### config.mk
export PLATFORM = sky130hd
export DESIGN_NAME = univ_shift_reg
export DESIGN_NICKNAME = d
export VERILOG_FILES = /design/src/rtl/univ_shift_reg.sv
export SDC_FILE = /design/constraint.sdc
export NUM_CORES = 1
export LEC_CHECK = 0
export ABC_AREA = 1
export CAP_MARGIN = 25
export CORE_ASPECT_RATIO = 2
export CORE_MARGIN = 4
export CORE_UTILIZATION = 42
export DETAILED_ROUTE_END_ITERATION = 8
export PLACE_DENSITY = 0.76
export SLEW_MARGIN = 5
export SYNTH_ARGS = -nofsm -noshare
export SYNTH_HDL_FRONTEND = slang
export SYNTH_SLANG_ARGS = --single-unit
### constraint.sdc
create_clock -name clk -period 1.5 [get_ports clk]
set_input_delay 0.45 -clock clk [delete_from_list [all_inputs] [get_ports clk]]
set_output_delay 0.45 -clock clk [all_outputs]
set_load 0.02 [all_outputs]
### src/rtl/univ_shift_reg.sv
// Universal shift register: hold/shift/rotate/load/clear/invert with registered complement and flags.
// Optional registered even-parity output enabled by UNIV_SHIFT_REG_PARITY_EN.
module univ_shift_reg #(
    parameter int          WIDTH   = 8,
    parameter logic [63:0] RST_VAL = 64'h0
) (
    input  logic             clk,
    input  logic             rst,
    input  logic             en,
    input  logic [2:0]       mode,
    input  logic [WIDTH-1:0] d,
    input  logic             sin_r,
    input  logic             sin_l,
    output logic [WIDTH-1:0] q,
    output logic [WIDTH-1:0] qb,
    output logic             so_r,
    output logic             so_l,
    output logic             zero
`ifdef UNIV_SHIFT_REG_PARITY_EN
    ,
    output logic             parity
`endif
);

    localparam logic [WIDTH-1:0] RST_Q = RST_VAL[WIDTH-1:0];

    localparam logic [2:0] M_HOLD = 3'b000;
    localparam logic [2:0] M_SHR  = 3'b001;
    localparam logic [2:0] M_SHL  = 3'b010;
    localparam logic [2:0] M_ROR  = 3'b011;
    localparam logic [2:0] M_ROL  = 3'b100;
    localparam logic [2:0] M_LOAD = 3'b101;
    localparam logic [2:0] M_CLR  = 3'b110;
    localparam logic [2:0] M_INV  = 3'b111;

    logic [WIDTH-1:0] q_q, q_d;
    logic [WIDTH-1:0] qb_q, qb_d;
    logic             zero_q, zero_d;

    always_comb begin
        q_d = q_q;
        if (en) begin
            unique case (mode)
                M_HOLD: q_d = q_q;
                M_SHR:  q_d = {sin_r, q_q[WIDTH-1:1]};
                M_SHL:  q_d = {q_q[WIDTH-2:0], sin_l};
                M_ROR:  q_d = {q_q[0], q_q[WIDTH-1:1]};
                M_ROL:  q_d = {q_q[WIDTH-2:0], q_q[WIDTH-1]};
                M_LOAD: q_d = d;
                M_CLR:  q_d = '0;
                M_INV:  q_d = ~q_q;
            endcase
        end
        // Flags derive from the next value so they never lag q.
        qb_d   = ~q_d;
        zero_d = (q_d == '0);
    end

    always_ff @(posedge clk or posedge rst) begin
        if (rst) begin
            q_q    <= RST_Q;
            qb_q   <= ~RST_Q;
            zero_q <= (RST_Q == '0);
        end else begin
            q_q    <= q_d;
            qb_q   <= qb_d;
            zero_q <= zero_d;
        end
    end

`ifdef UNIV_SHIFT_REG_PARITY_EN
    logic parity_q, parity_d;

    always_comb begin
        parity_d = ^q_d;
    end

    always_ff @(posedge clk or posedge rst) begin
        if (rst) begin
            parity_q <= ^RST_Q;
        end else begin
            parity_q <= parity_d;
        end
    end

    assign parity = parity_q;
`endif

    assign q    = q_q;
    assign qb   = qb_q;
    assign zero = zero_q;
    assign so_r = q_q[0];
    assign so_l = q_q[WIDTH-1];

endmodule

# After elaboration in Yosys (flattened, before gate mapping)
# Cells that the tools add are included.
# classes
muxes,2
n_bitwise,2
eq_ne,7
n_reduce_logical,2
# ops
op,count
8-bit one-hot mux with 8 select lines,1
8-bit NOT,2
"3-bit equality test, second input constant",4
8-bit logical NOT,1
8-bit two-way mux,1
"3-bit by 2-bit equality test with 1-bit output, second input constant",2
"3-bit by 1-bit equality test with 1-bit output, second input constant",1
3-bit logical NOT,1
# word_totals
in_bits,16
elab_cells,16
register_bits,17

# Longest topological paths before layout
# depth
depth_word,4
ltp_mapped,12

# Least setup slack after synthesis
# No wires, ideal clock.
# synth_timing
path_type,input -> register
startpoint,in mode[1]
endpoint,reg zero_q (netlist: zero)
cell_stages,11
path_slack_ns,0.041
setup_time_ns,0.067
t_arrival_ns,1.392
path_cell_list,buf_6 nor2_4 nand2_2 nand2_4 buf_6 inv_2 nor2_1 nor2_1 nor2_1 nand2_1 nor2_1
# synth_via
elab_chain_len,4
# synth_lines
item,line,rtl
from (decl),10,"input logic [2:0] mode,"
"3-bit equality test, or another cell as far along",43,unique case (mode)
8-bit one-hot mux with 8 select lines *,43,
8-bit two-way mux *,42,if (en) begin
named net q_d[1],36,"logic [WIDTH-1:0] q_q, q_d;"
8-bit logical NOT *,56,zero_d = (q_d == '0);
named net zero_d,38,"logic zero_q, zero_d;"
to (signal assigned),63,zero_q <= (RST_Q == '0);
to (signal assigned),67,zero_q <= zero_d;
to (decl),38,
# The timed path passes the listed nets; every way through them passes the cells marked *.

# Worst setup path in the final report
# layout_timing
startpoint,reg qb_q[7] (netlist: qb[7])
endpoint,out qb[7]
# layout_lines
item,line,rtl
from (decl),37,"logic [WIDTH-1:0] qb_q, qb_d;"
from (signal assigned),62,qb_q <= ~RST_Q;
from (signal assigned),66,qb_q <= qb_d;
to (decl),15,"output logic [WIDTH-1:0] qb,"
# No word-level cell between the ends.

==> run summary <==
PLACE
---------------------------------------------------------------------------------
DP Wirelength ......................................................      2.44 mm
Instance count after placement with tap cells included .............          235
I/O Buffers ........................................................           34
Final Wtd Congestion ...............................................        0.843

LOGIC SYNTHESIS
---------------------------------------------------------------------------------
Post-synth top area cell ........................................... sky130_fd_sc_hd__dfstp_2
Cell types occupying the most area after synthesis ................. sky130_fd_sc_hd__dfstp_2 22%, sky130_fd_sc_hd__dfrtp_1 18%, sky130_fd_sc_hd__nand2_1 15%, sky130_fd_sc_hd__nand4_1 12%, sky130_fd_sc_hd__nor2_1 6.5%
Register bit count reported by yosys ...............................           17
Number of cells produced by synthesis ..............................          155
Number of distinct library cells after synthesis ...................           17
Syn Std Cell Area ..................................................    1090 um^2
Register area share after synthesis ................................        0.401
Synthesized netlist net count ......................................          171
Synthesis warning total ............................................            0
Avg Cell Area, Syn .................................................    7.03 um^2
Share of Yosys cell area claimed by the top area cell type .........        0.217

TIMING
---------------------------------------------------------------------------------
Period utilisation layout ..........................................        0.976
Slew at the pin closest to its max-slew limit ......................       226 ps
Final TNS setup ....................................................         0 ps
Shortest period the worst path allows ..............................      1460 ps
Unrepaired setup endpoints after global routing ....................        false
Final setup violation count ........................................            0
Maximum clock rate .................................................      683 MHz
Max Clock Skew .....................................................      2.21 ps
Worst rel slew slack ...............................................        0.850
Max-slew violation count ...........................................            0
Final hold viol count ..............................................            0
Final worst hold slack .............................................       502 ps

PWR
---------------------------------------------------------------------------------
Maximum vdd drop ...................................................       840 uV
Combinational group share of total power ...........................        0.426
Net Switching ......................................................       541 uW
Static leakage power ...............................................     0.902 nW
Switching share of power ...........................................        0.342
Total power ........................................................      1.58 mW
Part of the power in registers .....................................        0.371
Internal portion of total power ....................................      1.04 mW
Cell area power density ............................................  949 nW/um^2
Share of total power in the clock network ..........................        0.202

CTS
---------------------------------------------------------------------------------
Clock Tree Buf Depth ...............................................            2
Total clock buffers created by CTS .................................            3
Clock tree from TritonCTS ..........................................        built
Clock root buffer .................................................. sky130_fd_sc_hd__clkbuf_8
Deepest level of the CTS H-tree ....................................            1
Clock-pin transition on the worst setup and hold timing paths ......        60 ps
CTS sink count .....................................................           17
Clock latency of the later-clocked register in the worst-skew pair .       250 ps

GLOBAL ROUTE
---------------------------------------------------------------------------------
Global-route wire length before repair .............................      5.22 mm
Met2 capacity usage during global routing ..........................        0.352
Vias in the first global route .....................................         1258
GRT met1 Usage .....................................................        0.185
Global routing met3 resource utilization ...........................       0.0271
Initial antenna violation count ....................................            0
Overall global routing resource usage ..............................        0.196
GRT overflow .......................................................            0
Busiest layer in global routing ....................................         met2
Largest net degree at the start of global routing ..................           23

DRT
---------------------------------------------------------------------------------
Via density per instance ...........................................         5.17
TritonRoute pass-1 iters ...........................................            4
Number of antenna-violating nets in the routed design ..............            0
Wire length reported by the detailed router ........................      3.06 mm
Detailed Route Iter0 Violations ....................................           47
Wirelength per Cell ................................................      12.7 um
DRC violations left ................................................            0
Via Count ..........................................................         1245

FLOORPLAN
---------------------------------------------------------------------------------
Horizontal die dimension ...........................................      44.0 um
Y dimension of the die .............................................      80.0 um
FP Rows ............................................................           25
Count of boundary I/O pins .........................................           35
Area of the placeable core .........................................    2440 um^2
Initial standard-cell utilization of the core ......................        0.447
Die area ...........................................................    3520 um^2

OUTCOME
---------------------------------------------------------------------------------
Result of the run .................................................. complete, no violations

WORST SETUP PATH
---------------------------------------------------------------------------------
Critical Path Fanout Max ...........................................            1
Data arrival time of the critical path .............................      1010 ps
Kind of cell adding the most delay to the critical path ............   flip-flops
Crit path launch type ..............................................    flip-flop
Number of buffer and inverter instances along the worst setup path .            1
Critical path class ................................................ flip-flop to output port
Crit-path max cell delay ...........................................       510 ps
Critical Path End Type .............................................  output port
WP data required ...................................................      1050 ps
Cells along the critical path ...................................... clkdlybuf4s15_2
Slowest stage cell on the critical path ............................ sky130_fd_sc_hd__dfstp_2

FINISH
---------------------------------------------------------------------------------
Most common cell after layout, fill and taps aside ................. sky130_fd_sc_hd__nand2_1
Leading cell types in the layout, fill and taps excluded ........... 42 x sky130_fd_sc_hd__nand2_1, 28 x sky130_fd_sc_hd__buf_4, 21 x sky130_fd_sc_hd__nand4_1
Number of nets in the layout .......................................          231
Filler instances ...................................................          226
Area growth syn-to-layout ..........................................        53.0%
Sequential standard cell area ......................................     437 um^2
Multi-input logic area .............................................     520 um^2
Final Util .........................................................        0.684
Layout cells sized above 1 .........................................        0.318
Post-route non-filler standard cell count ..........................          241
Inserted Diodes ....................................................            0

RUN
---------------------------------------------------------------------------------
Count of max-cap constraint violations .............................            0

HOLD PATH
---------------------------------------------------------------------------------
Worst min-delay path class ......................................... input port to async pin

## cell usage after synthesis
cell and instances:
sky130_fd_sc_hd__nand2_1 43, sky130_fd_sc_hd__nand4_1 21, sky130_fd_sc_hd__nor2_1 19, sky130_fd_sc_hd__inv_1 18
sky130_fd_sc_hd__nand3_1 10, sky130_fd_sc_hd__dfstp_2 9, sky130_fd_sc_hd__dfrtp_1 8, sky130_fd_sc_hd__a21oi_1 6
sky130_fd_sc_hd__buf_2 5, sky130_fd_sc_hd__inv_2 5, sky130_fd_sc_hd__buf_4 3, sky130_fd_sc_hd__buf_6 2
sky130_fd_sc_hd__nand2_2 2, sky130_fd_sc_hd__nand2_4 1, sky130_fd_sc_hd__nand3_2 1, sky130_fd_sc_hd__nand3b_1 1
sky130_fd_sc_hd__nor2_4 1
## what timing repair did
item,CTS,global route
setup buffers,1,0
resized for setup,48,10
cloned,1,0
hold buffers,0,0
setup endpoints to repair,36,13
pin swaps,2,2
hold endpoints to repair,0,0
## cell type report
| cell class | instances | share of cell area |
|---|---|---|
| repair buffers | 64 | 0.326 |
| multi-input cells | 106 | 0.312 |
| inverters | 23 | 0.0533 |
| clock buffers | 4 | 0.0270 |
| flip-flops and latches | 17 | 0.262 |
| well taps | 27 | 0.0203 |
## per-layer routing
layer / vias up / part of all wire
met5: - / 0
met4: 0 / 0.030
met3: 9 / 0.057
met2: 56 / 0.58
met1: 565 / 0.33
li1: 615 / -
## through the flow
stage               cell area, um^2  worst slack, ps
finish                         1670             35.4
global route                   1670            0.255
global placement               1610             -489
detailed placement             1610             -536
floorplan                      1090             40.5
CTS                            1690             6.91
## kinds of logic after synthesis
family	after synthesis	share of synthesized area
simple gates	99	0.428
compound gates	6	0.0276
flops	17	0.401
buf+inv	33	0.144
## flip-flops by register name, indices dropped and copies added (netlist names)
name	count
zero	1
q	8
qb	8
## power groups by stage
stage,combinational [mW],clock [mW],sequential [mW]
final,0.675,0.320,0.588
after CTS,0.680,0.337,0.589
after global routing,0.732,0.361,0.597
after global placement,0.701,0,0.598
after detailed placement,0.713,0,0.598
after floorplan,0.224,0,0.711
## tightest hold or removal path, stage by stage
cell                              delay [ps]
sky130_fd_sc_hd__clkdlybuf4s50_1         390
sky130_fd_sc_hd__inv_1                    50
sky130_fd_sc_hd__buf_4                   220
## worst paths after layout
| check | end | slack [ps] | cells past startpoint | start |
|---|---|---|---|---|
| worst max-delay path | qb[7] | 40 | 1 | qb[7] |
| worst min-delay path | q[3] | 500 | 3 | rst |
| worst max register to register | zero | 190 | 10 | q[2] |
| worst min register to register | qb[2] | 770 | 5 | q[3] |
| max in group asynchronous | zero | 760 | 3 | rst |
| min in group clk | qb[2] | 770 | 5 | q[3] |
(Power assumes the default switching activity.)
